File: config.mk
export PLATFORM = sky130hd
export DESIGN_NAME = grass_pixel_fetch_flat
export DESIGN_NICKNAME = d
export VERILOG_FILES = /design/src/rtl/grass_pixel_fetch_if.sv /design/src/rtl/grass_pixel_fetch.sv /design/src/flat_wrapper.sv
export SDC_FILE = /design/constraint.sdc
export NUM_CORES = 1
export LEC_CHECK = 0
export CAP_MARGIN = 20
export CORE_MARGIN = 3
export CORE_UTILIZATION = 30
export DETAILED_ROUTE_END_ITERATION = 8
export DONT_BUFFER_PORTS = 1
export GPL_ROUTABILITY_DRIVEN = 0
export PLACE_DENSITY_LB_ADDON = 0.15
export SYNTH_ARGS = -nofsm -noshare
export SYNTH_HDL_FRONTEND = slang
export SYNTH_SLANG_ARGS = --single-unit
export TNS_END_PERCENT = 50
File: constraint.sdc
create_clock -name Clk -period 1.4 [get_ports Clk]
set_input_delay 0.14 -clock Clk [delete_from_list [all_inputs] [get_ports Clk]]
set_output_delay 0.14 -clock Clk [all_outputs]
set_load 0.01 [all_outputs]
File: src/rtl/grass_pixel_fetch_if.sv
// Pixel-fetch bus: VGA coordinates and ROM read data in, ROM address and
// palette-stage outputs back. master = environment (VGA/ROM/palette), slave = fetch block.
interface grass_pixel_fetch_if #(
  parameter int unsigned ADDR_W = 11
);
  logic [9:0]        DrawX;
  logic [9:0]        DrawY;
  logic              blank_n;
  logic              frame_clk;
  logic              scroll_en;
  logic [ADDR_W-1:0] rom_addr;
  logic [3:0]        rom_data;
  logic [3:0]        color_idx;
  logic              grass_on;
  logic              pix_valid;

  modport master (
    output DrawX, DrawY, blank_n, frame_clk, scroll_en, rom_data,
    input  rom_addr, color_idx, grass_on, pix_valid
  );

  modport slave (
    input  DrawX, DrawY, blank_n, frame_clk, scroll_en, rom_data,
    output rom_addr, color_idx, grass_on, pix_valid
  );
endinterface

File: src/rtl/grass_pixel_fetch.sv
// Grass strip pixel fetch: maps VGA coordinates to a tile ROM address, captures
// the returned palette index two cycles later and flags grass pixels.
// Optional horizontal drift is built only when GRASS_SCROLL_EN is defined.
module grass_pixel_fetch #(
  parameter int unsigned TILE_W      = 64,
  parameter int unsigned TILE_H      = 32,
  parameter int unsigned GRASS_Y_TOP = 416,
  parameter int unsigned SCROLL_STEP = 1,
  parameter int unsigned ADDR_W      = 11
) (
  input logic                Clk,
  input logic                Reset_n,
  grass_pixel_fetch_if.slave bus
);

  localparam int unsigned ColW = $clog2(TILE_W);
  localparam int unsigned RowW = $clog2(TILE_H);
  localparam logic [9:0]  YTop = 10'(GRASS_Y_TOP);
  localparam logic [9:0]  YEnd = 10'(GRASS_Y_TOP + TILE_H);

  logic [ColW-1:0]   scroll_x;
  logic              in_strip;
  logic [9:0]        dy;
  logic [RowW-1:0]   row;
  logic [ColW-1:0]   col;
  logic [ADDR_W-1:0] addr;

  logic [ADDR_W-1:0] rom_addr_q;
  logic              v1, r1;
  logic              v2, r2;
  logic [3:0]        idx2;

`ifdef GRASS_SCROLL_EN
  logic fc_d;
  logic frame_tick;

  assign frame_tick = bus.frame_clk & ~fc_d;

  // Frame edge detect and scroll offset advance; offset wraps at the tile width.
  always_ff @(posedge Clk or negedge Reset_n) begin
    if (!Reset_n) begin
      fc_d     <= 1'b0;
      scroll_x <= '0;
    end else begin
      fc_d <= bus.frame_clk;
      if (frame_tick && bus.scroll_en) begin
        scroll_x <= scroll_x + ColW'(SCROLL_STEP);
      end
    end
  end
`else
  assign scroll_x = '0;

  logic unused_scroll;
  assign unused_scroll = ^{bus.frame_clk, bus.scroll_en};
`endif

  // Region test and tile address; col addition wraps naturally in ColW bits.
  always_comb begin
    in_strip = bus.blank_n && (bus.DrawY >= YTop) && (bus.DrawY < YEnd);
    dy       = bus.DrawY - YTop;
    row      = dy[RowW-1:0];
    col      = bus.DrawX[ColW-1:0] + scroll_x;
    addr     = ADDR_W'({row, col});
  end

  logic unused_bits;
  assign unused_bits = ^{dy[9:RowW], bus.DrawX[9:ColW]};

  // Stage 1: issue ROM address, delay visibility and region flags.
  always_ff @(posedge Clk or negedge Reset_n) begin
    if (!Reset_n) begin
      rom_addr_q <= '0;
      v1         <= 1'b0;
      r1         <= 1'b0;
    end else begin
      rom_addr_q <= in_strip ? addr : '0;
      v1         <= bus.blank_n;
      r1         <= in_strip;
    end
  end

  // Stage 2: capture ROM data; outside the strip the index is forced transparent.
  always_ff @(posedge Clk or negedge Reset_n) begin
    if (!Reset_n) begin
      v2   <= 1'b0;
      r2   <= 1'b0;
      idx2 <= 4'h0;
    end else begin
      v2   <= v1;
      r2   <= r1;
      idx2 <= r1 ? bus.rom_data : 4'h0;
    end
  end

  assign bus.rom_addr  = rom_addr_q;
  assign bus.color_idx = idx2;
  assign bus.pix_valid = v2;
  assign bus.grass_on  = r2 && (idx2 != 4'h0);

endmodule

File: src/flat_wrapper.sv
// flat-port wrapper written by rule: the top's interface ports become plain ports
module grass_pixel_fetch_flat 
#(
  parameter int unsigned TILE_W      = 64,
  parameter int unsigned TILE_H      = 32,
  parameter int unsigned GRASS_Y_TOP = 416,
  parameter int unsigned SCROLL_STEP = 1,
  parameter int unsigned ADDR_W      = 11
)
  (Clk, Reset_n, bus_DrawX, bus_DrawY, bus_blank_n, bus_frame_clk, bus_scroll_en, bus_rom_data, bus_rom_addr, bus_color_idx, bus_grass_on, bus_pix_valid);
  grass_pixel_fetch_if #(.ADDR_W(ADDR_W)) bus_i ();
  input logic Clk;
  input logic Reset_n;
  input wire logic [$bits(bus_i.DrawX)-1:0] bus_DrawX;
  input wire logic [$bits(bus_i.DrawY)-1:0] bus_DrawY;
  input wire logic [$bits(bus_i.blank_n)-1:0] bus_blank_n;
  input wire logic [$bits(bus_i.frame_clk)-1:0] bus_frame_clk;
  input wire logic [$bits(bus_i.scroll_en)-1:0] bus_scroll_en;
  input wire logic [$bits(bus_i.rom_data)-1:0] bus_rom_data;
  output wire logic [$bits(bus_i.rom_addr)-1:0] bus_rom_addr;
  output wire logic [$bits(bus_i.color_idx)-1:0] bus_color_idx;
  output wire logic [$bits(bus_i.grass_on)-1:0] bus_grass_on;
  output wire logic [$bits(bus_i.pix_valid)-1:0] bus_pix_valid;
  assign bus_i.DrawX = bus_DrawX;
  assign bus_i.DrawY = bus_DrawY;
  assign bus_i.blank_n = bus_blank_n;
  assign bus_i.frame_clk = bus_frame_clk;
  assign bus_i.scroll_en = bus_scroll_en;
  assign bus_i.rom_data = bus_rom_data;
  assign bus_rom_addr = bus_i.rom_addr;
  assign bus_color_idx = bus_i.color_idx;
  assign bus_grass_on = bus_i.grass_on;
  assign bus_pix_valid = bus_i.pix_valid;
  grass_pixel_fetch #(.TILE_W(TILE_W), .TILE_H(TILE_H), .GRASS_Y_TOP(GRASS_Y_TOP), .SCROLL_STEP(SCROLL_STEP), .ADDR_W(ADDR_W)) u_core (.Clk(Clk), .Reset_n(Reset_n), .bus(bus_i));
endmodule
==> impl_metrics.toml, run 1 <==
[floorplanning]
fp.dieW_um = 53.4
die_y_um = 53.4
die_area_um2 = 2850
num_io_pins = 46
initial_utilization_pct = 33.0
num_rows = 16
core_area_um2 = 2040

[clock_tree]
clkTransAtPathRegs_ns = 0.10
cts_num_sinks = 19
cts_tree = "built"
clock_latency_ns = 0.28
numCtsBuffers = 3
htree_levels = 1
ctsLongestPathBuffers = 2
cts-root-buf = "clkbuf_4"
post_cts_buffers = 0

[pwr]
p_leak_nw = 0.432
p_total_uw = 900
vdd_drop_max_uv = 406
p_per_area_nw_per_um2 = 952

[grt]
track_usage_pct = 11.2
gr-total-overflow = 0
grt_pass1_wl_um = 2220
grt_max_degree = 20
antenna_found_initial = 0
grt_pass1_vias = 459

[logic_synthesis]
seq_area_frac_synth_pct = 70.5
syn-num-nets = 79
yosys_register_bits = 19
ys_warn_count = 0
syn_area_per_cell_um2 = 13.5
synth.distinct_cells = 11
synthCells = 50
netlist_area_um2 = 674

[setup_path]
worst_setup_path_start_kind = "register"
crit_family = "compound AO/OA/AOI/OAI gates"
slowest_delay_ns = 0.48
worst_ep_arrival_time_ns = 1.19
worst-path-max-fanout = 2
cp.required_ns = 1.26
r2r_slack_ns = 0.74
cp_slowest_cell = "o41a_1"
crit_chain = "o41a_1"
critPathBufInv = 0
crit_path_end_kind = "output port"
crit_type = "register to output port"

[sta]
finalHoldViolations = 0
rsz0062_at_grt = "no"
post-route-min-period_ns = 1.33
fin_tns_setup_ns = 0
fin_skew_ns = 0.00163
slew_violations = 0
final-setup-viol-count = 0
fin_ws_ns = 0.0745
min_period_over_period_pct = 94.7
worst_slew_margin_rel_pct = 44.4
max_freq_mhz = 754
worst_pin_slew_ns = 0.831

[placed_design]
dp_hpwl_um = 849
pre_cts_slack_ns = 0.384
port_buffers = 0

[detailed_routing]
dr.pass1.iters = 4
wl_per_cell_um = 14.1
drt_wl_total_um = 1440
drt_iter0_drc = 3
num_vias = 437
ant_nets = 0
drc = 0
viasPerCell = 4.28

[final_layout]
syn_to_final_growth_pct = 40.3
final_util_pct = 46.3
drive_gt1_share_pct = 10.7
nets = 105
n_antenna_cell = 0

[outcome]
status = "finished clean"

[flow_run]
cap_violations = 0

[min_path]
hold_path_class = "primary input to register"
==> cells in the mapped netlist (all sizes together) <==
cell | count | area [um^2]
nand3 | 5 | 25.0
inv | 6 | 22.5
and2 | 4 | 25.0
dfrtp | 19 | 475
nand4bb | 1 | 27.5
buf | 1 | 11.3
nor3 | 6 | 50.1
nand2 | 1 | 3.75
o41a | 1 | 11.3
nor2 | 6 | 22.5
==> layer usage <==
layer	global-route usage (%)	vias up	part of all wire (%)
met4	5.11	0	0
met2	18.8	17	57
li1	-	210	-
met3	3.66	0	8.1
met1	12.8	210	35
met5	0	-	0
==> path summary, 6_finish.rpt <==
check                                           to  cells past startpoint                     from
max                                   bus_grass_on                      1  u_core.bus.color_idx[1]
min                         u_core.bus.rom_addr[3]                      2             bus_DrawY[5]
max reg2reg                u_core.bus.color_idx[0]                      1                u_core.r1
min reg2reg                   u_core.bus.pix_valid                      0                u_core.v1
max in group asynchronous                u_core.r1                      1                  Reset_n
min in group asynchronous  u_core.bus.color_idx[1]                      1                  Reset_n
==> per-stage QoR <==
stage | instance area, um^2 | hold WS, ns | std cells
2_1_floorplan | 674 | -0.156 | 50
6_report | 946 | 0.118 | 102
5_1_grt | 946 | 0.109 | 102
4_1_cts | 943 | 0.110 | 102
3_3_place_gp | 697 | -0.155 | 76
3_5_place_dp | 697 | -0.155 | 76
==> kinds of logic after synthesis <==
kind of cell	count (synthesis)	share of synthesized area [%]
flip-flops	19	70.5
AND/OR/NAND/NOR	23	22.8
AO/OA/AOI/OAI	1	1.67
buffers and inverters	7	5.01
==> area by class of cell <==
class,instances,area (um^2)
multi-input combinational,24,165
clock buffer,4,26.3
fill,204,1100
inverter,6,22.5
sequential,19,475
timing repair buffer,22,223
tap,27,33.8
==> placed cells by master, fill, tap and decap left out <==
cell,synthesis,final
and2_1,4,4
clkbuf_1,0,1
clkbuf_4,0,3
dfrtp_1,19,19
dlygate4sd3_1,0,21
dlymetal6s4s_1,0,1
inv_1,6,6
nand2_1,1,1
nand3_1,5,5
nand4bb_4,1,1
nor2_1,6,6
nor3_1,2,2
nor3_2,4,4
o41a_1,1,1
==> state kept, by name (all words and copies together), names as in the netlist <==
| register | cells |
|---|---|
| u_core.bus.rom_addr | 11 |
| u_core.bus.color_idx | 4 |
| u_core.bus.pix_valid | 1 |
| u_core.r1 | 1 |
| u_core.r2 | 1 |
| u_core.v1 | 1 |
==> where the power goes <==
part           internal (mW)  switching (mW)
Clock                  0.110           0.151
Combinational         0.0474          0.0326
Sequential             0.554         0.00433
==> repair_timing <==
item                       CTS  global route
hold buffers                22             0
gates resized for setup      0             1
hold endpoints to repair    35             0
setup endpoints to repair    0             2
(Power assumes the default switching activity.)
==> run 2, diff against run 1 <==
- RECOVER_POWER: default -> 50
==> impl_metrics.toml, run 2 (synthesized netlist as in run 1, its figures left out) <==
[grt]
gr-total-overflow = 0
grt_pass1_wl_um = 2220
grt_max_degree = 20
grt_pass1_vias = 459
antenna_found_initial = 0
track_usage_pct = 11.2

[floorplanning]
num_io_pins = 46
fp.dieW_um = 53.4
die_y_um = 53.4
die_area_um2 = 2850
core_area_um2 = 2040
num_rows = 16
initial_utilization_pct = 33.0

[setup_path]
crit_type = "register to output port"
slowest_delay_ns = 0.48
cp_slowest_cell = "o41a_1"
critPathBufInv = 0
cp.required_ns = 1.26
crit_chain = "o41a_1"
worst_ep_arrival_time_ns = 1.19
crit_path_end_kind = "output port"
worst_setup_path_start_kind = "register"
crit_family = "compound AO/OA/AOI/OAI gates"
worst-path-max-fanout = 2

[sta]
finalHoldViolations = 0
min_period_over_period_pct = 94.8
rsz0062_at_grt = "no"
fin_skew_ns = 0.000347
finalHoldWorstSlack_ns = 0.171
post-route-min-period_ns = 1.33
fin_tns_setup_ns = 0
final-setup-viol-count = 0
fin_ws_ns = 0.0727
slew_violations = 0
worst_pin_slew_ns = 0.837
worst_slew_margin_rel_pct = 44.0
max_freq_mhz = 753

[detailed_routing]
dr.pass1.iters = 4
drc = 0
viasPerCell = 4.26
wl_per_cell_um = 14.4
drt_iter0_drc = 5
ant_nets = 0
drt_wl_total_um = 1460
num_vias = 435

[pwr]
p_total_uw = 897
p_leak_nw = 0.415
p_per_area_nw_per_um2 = 978
vdd_drop_max_uv = 405

[placed_design]
port_buffers = 0
pre_cts_slack_ns = 0.384
placedCellCount = 76
dp_hpwl_um = 849

[final_layout]
drive_gt1_share_pct = 6.67
layout_commonest_cell = "dlygate4sd3_1"
n_antenna_cell = 0
syn_to_final_growth_pct = 36.0
final_cells = 102
largest_reg_flops = 11
layout_common_cells = "21 x dlygate4sd3_1, 19 x dfrtp_1, 6 x nor2_1, 6 x inv_1, 5 x nand3_1"
nets = 105

[clock_tree]
cts_num_sinks = 19
post_cts_buffers = 0
clock_latency_ns = 0.28
numCtsBuffers = 3
htree_levels = 1
clkTransAtPathRegs_ns = 0.10
ctsLongestPathBuffers = 2
cts_tree = "built"
cts-root-buf = "clkbuf_4"

[outcome]
status = "finished clean"

[min_path]
hold_path_class = "primary input to register"

[flow_run]
cap_violations = 0
run 2: power by group:
| group | total [mW] | internal (mW) | leakage (nW) | switching [mW] |
|---|---|---|---|---|
| registers | 0.559 | 0.554 | 0.260 | 0.00434 |
| logic | 0.0761 | 0.0443 | 0.140 | 0.0318 |
| clock network | 0.262 | 0.110 | 0.0150 | 0.152 |
run 2: routing by layer:
metal / global-route usage [%] / vias up / wire (um)
li1: - / 209 / -
met1: 12.8 / 209 / 521
met2: 18.8 / 17 / 826
met3: 3.66 / 0 / 116
met4: 5.11 / 0 / 0
met5: 0 / - / 0
run 2: layout make-up:
type	instances	area, um^2
fillers	206	1120
flip-flops and latches	19	475
repair buffers	22	220
multi-input cells	24	139
well taps	27	33.8
clock buffers	4	26.3
inverters	6	22.5
run 2: stage by stage:
stage / area [um^2] / util (%)
after global routing: 917 / 44.9
final: 917 / 44.9
after floorplan: 674 / -
after global placement: 697 / 34.1
after CTS: 943 / 46.2
after detailed placement: 697 / 34.1
run 2: what timing repair did:
item,CTS,global route
endpoints found under the hold margin,35,0
resized for setup,0,1
hold buffers,22,0
setup endpoints to repair,0,2
run 2: path summary, 6_finish.rpt:
kind / slack, ns / end / from / depth (start not counted)
max: 0.07 / bus_grass_on / u_core.bus.color_idx[1] / 1
min: 0.17 / u_core.bus.rom_addr[3] / bus_blank_n / 2
max reg2reg: 0.74 / u_core.bus.color_idx[0] / u_core.r1 / 1
min reg2reg: 0.37 / u_core.bus.pix_valid / u_core.v1 / 0
max in group asynchronous: 0.49 / u_core.r1 / Reset_n / 1
min in group asynchronous: 0.39 / u_core.bus.color_idx[1] / Reset_n / 1
==> run 3, diff against run 2 <==
- clock period: 1.4 -> 1.35 ns (I/O delays scaled with it)
==> impl_metrics.toml, run 3 (synthesized netlist as in run 1, its figures left out) <==
[outcome]
status = "finished clean"

[detailed_routing]
wl_per_cell_um = 14.4
highest_layer = "met3"
viasPerCell = 4.26
drc = 0
drt_wl_total_um = 1470
met2_length_um = 825
num_vias = 435
dr.pass1.iters = 4
met1_length_um = 524
wl_met3_um = 116
drt_iter0_drc = 5
ant_nets = 0

[grt]
track_usage_pct = 11.2
grt_max_degree = 20
grt_pass1_vias = 459
grt_pass1_wl_um = 2220
gr-total-overflow = 0
antenna_found_initial = 0

[sta]
worst_slew_margin_rel_pct = 44.0
finalHoldViolations = 0
rsz0062_at_grt = "yes"
post-route-min-period_ns = 1.32
slew_violations = 0
max_freq_mhz = 755
worst_pin_slew_ns = 0.837
min_period_over_period_pct = 98.1
fin_tns_setup_ns = 0
fin_skew_ns = 0.000347
final-setup-viol-count = 0

[floorplanning]
initial_utilization_pct = 33.0
fp.dieW_um = 53.4
num_rows = 16
num_io_pins = 46
die_area_um2 = 2850
die_y_um = 53.4
core_area_um2 = 2040

[placed_design]
placedCellCount = 76
dp_hpwl_um = 849
port_buffers = 0

[setup_path]
crit_path_end_kind = "output port"
slowest_delay_ns = 0.48
cp_slowest_cell = "o41a_1"
r2r_slack_ns = 0.69
worst-path-max-fanout = 2
crit_type = "register to output port"
worst_setup_path_start_kind = "register"
crit_family = "compound AO/OA/AOI/OAI gates"
worst_ep_arrival_time_ns = 1.19
cp.required_ns = 1.22
crit_chain = "o41a_1"
critPathBufInv = 0

[min_path]
hold_path_class = "primary input to register"

[final_layout]
syn_to_final_growth_pct = 36.0
drive_gt1_share_pct = 6.67
final_cells = 102
layout_common_cells = "21 x dlygate4sd3_1, 19 x dfrtp_1, 6 x nor2_1, 6 x inv_1, 5 x nand3_1"
layout_commonest_cell = "dlygate4sd3_1"
n_antenna_cell = 0
largest_reg_flops = 11
nets = 105

[clock_tree]
htree_levels = 1
cts-root-buf = "clkbuf_4"
clkTransAtPathRegs_ns = 0.10
ctsLongestPathBuffers = 2
post_cts_buffers = 0
cts_num_sinks = 19
cts_tree = "built"
numCtsBuffers = 3
clock_latency_ns = 0.28

[pwr]
p_per_area_nw_per_um2 = 1010
p_leak_nw = 0.415
vdd_drop_max_uv = 420

[flow_run]
cap_violations = 0
==> run 3: cell counts in the layout (fill, tap and decap cells not counted) <==
Identical to the previous run, type by type.
==> run 3: final cells by class <==
| type | instances | area, um^2 |
|---|---|---|
| inverter | 6 | 22.5 |
| tap | 27 | 33.8 |
| timing repair buffer | 22 | 220 |
| clock buffer | 4 | 26.3 |
| multi-input combinational | 24 | 139 |
| fill | 206 | 1120 |
| sequential | 19 | 475 |
==> run 3: final timing paths <==
kind                                    startpoint                      end  depth (start not counted)
max                        u_core.bus.color_idx[2]             bus_grass_on                          1
min                                    bus_blank_n   u_core.bus.rom_addr[3]                          2
max reg2reg                              u_core.r1  u_core.bus.color_idx[0]                          1
min reg2reg                              u_core.v1     u_core.bus.pix_valid                          0
max in group asynchronous                  Reset_n                u_core.r1                          1
min in group asynchronous                  Reset_n  u_core.bus.color_idx[1]                          1
==> run 3: routing by layer <==
layer  track usage, %  vias to the layer above
met5                0                        -
met4             5.11                        0
met3             3.66                        0
met2             18.8                       17
met1             12.8                      209
li1                 -                      209
==> run 3: through the flow <==
stage	utilization (%)	setup WS [ns]	cell area [um^2]	hold WS [ns]	power [mW]
6_report	44.9	0.0256	917	0.166	0.930
5_1_grt	44.9	-0.0278	917	0.171	0.989
3_5_place_dp	34.1	0.339	697	-0.160	0.614
3_3_place_gp	34.1	0.339	697	-0.160	0.613
2_1_floorplan	-	0.360	674	-0.161	0.611
4_1_cts	46.2	0.00490	943	0.105	0.953
==> run 3: what timing repair did <==
| action | CTS | global route |
|---|---|---|
| setup endpoints to repair | 0 | 6 |
| hold buffers | 22 | 0 |
| resized for setup | 0 | 1 |
| hold endpoints to repair | 35 | 0 |
==> run 3: power by group <==
group          internal [mW]  switching [mW]  leakage, nW
Clock                  0.115           0.157       0.0150
Combinational         0.0459          0.0330        0.140
Sequential             0.575         0.00450        0.260
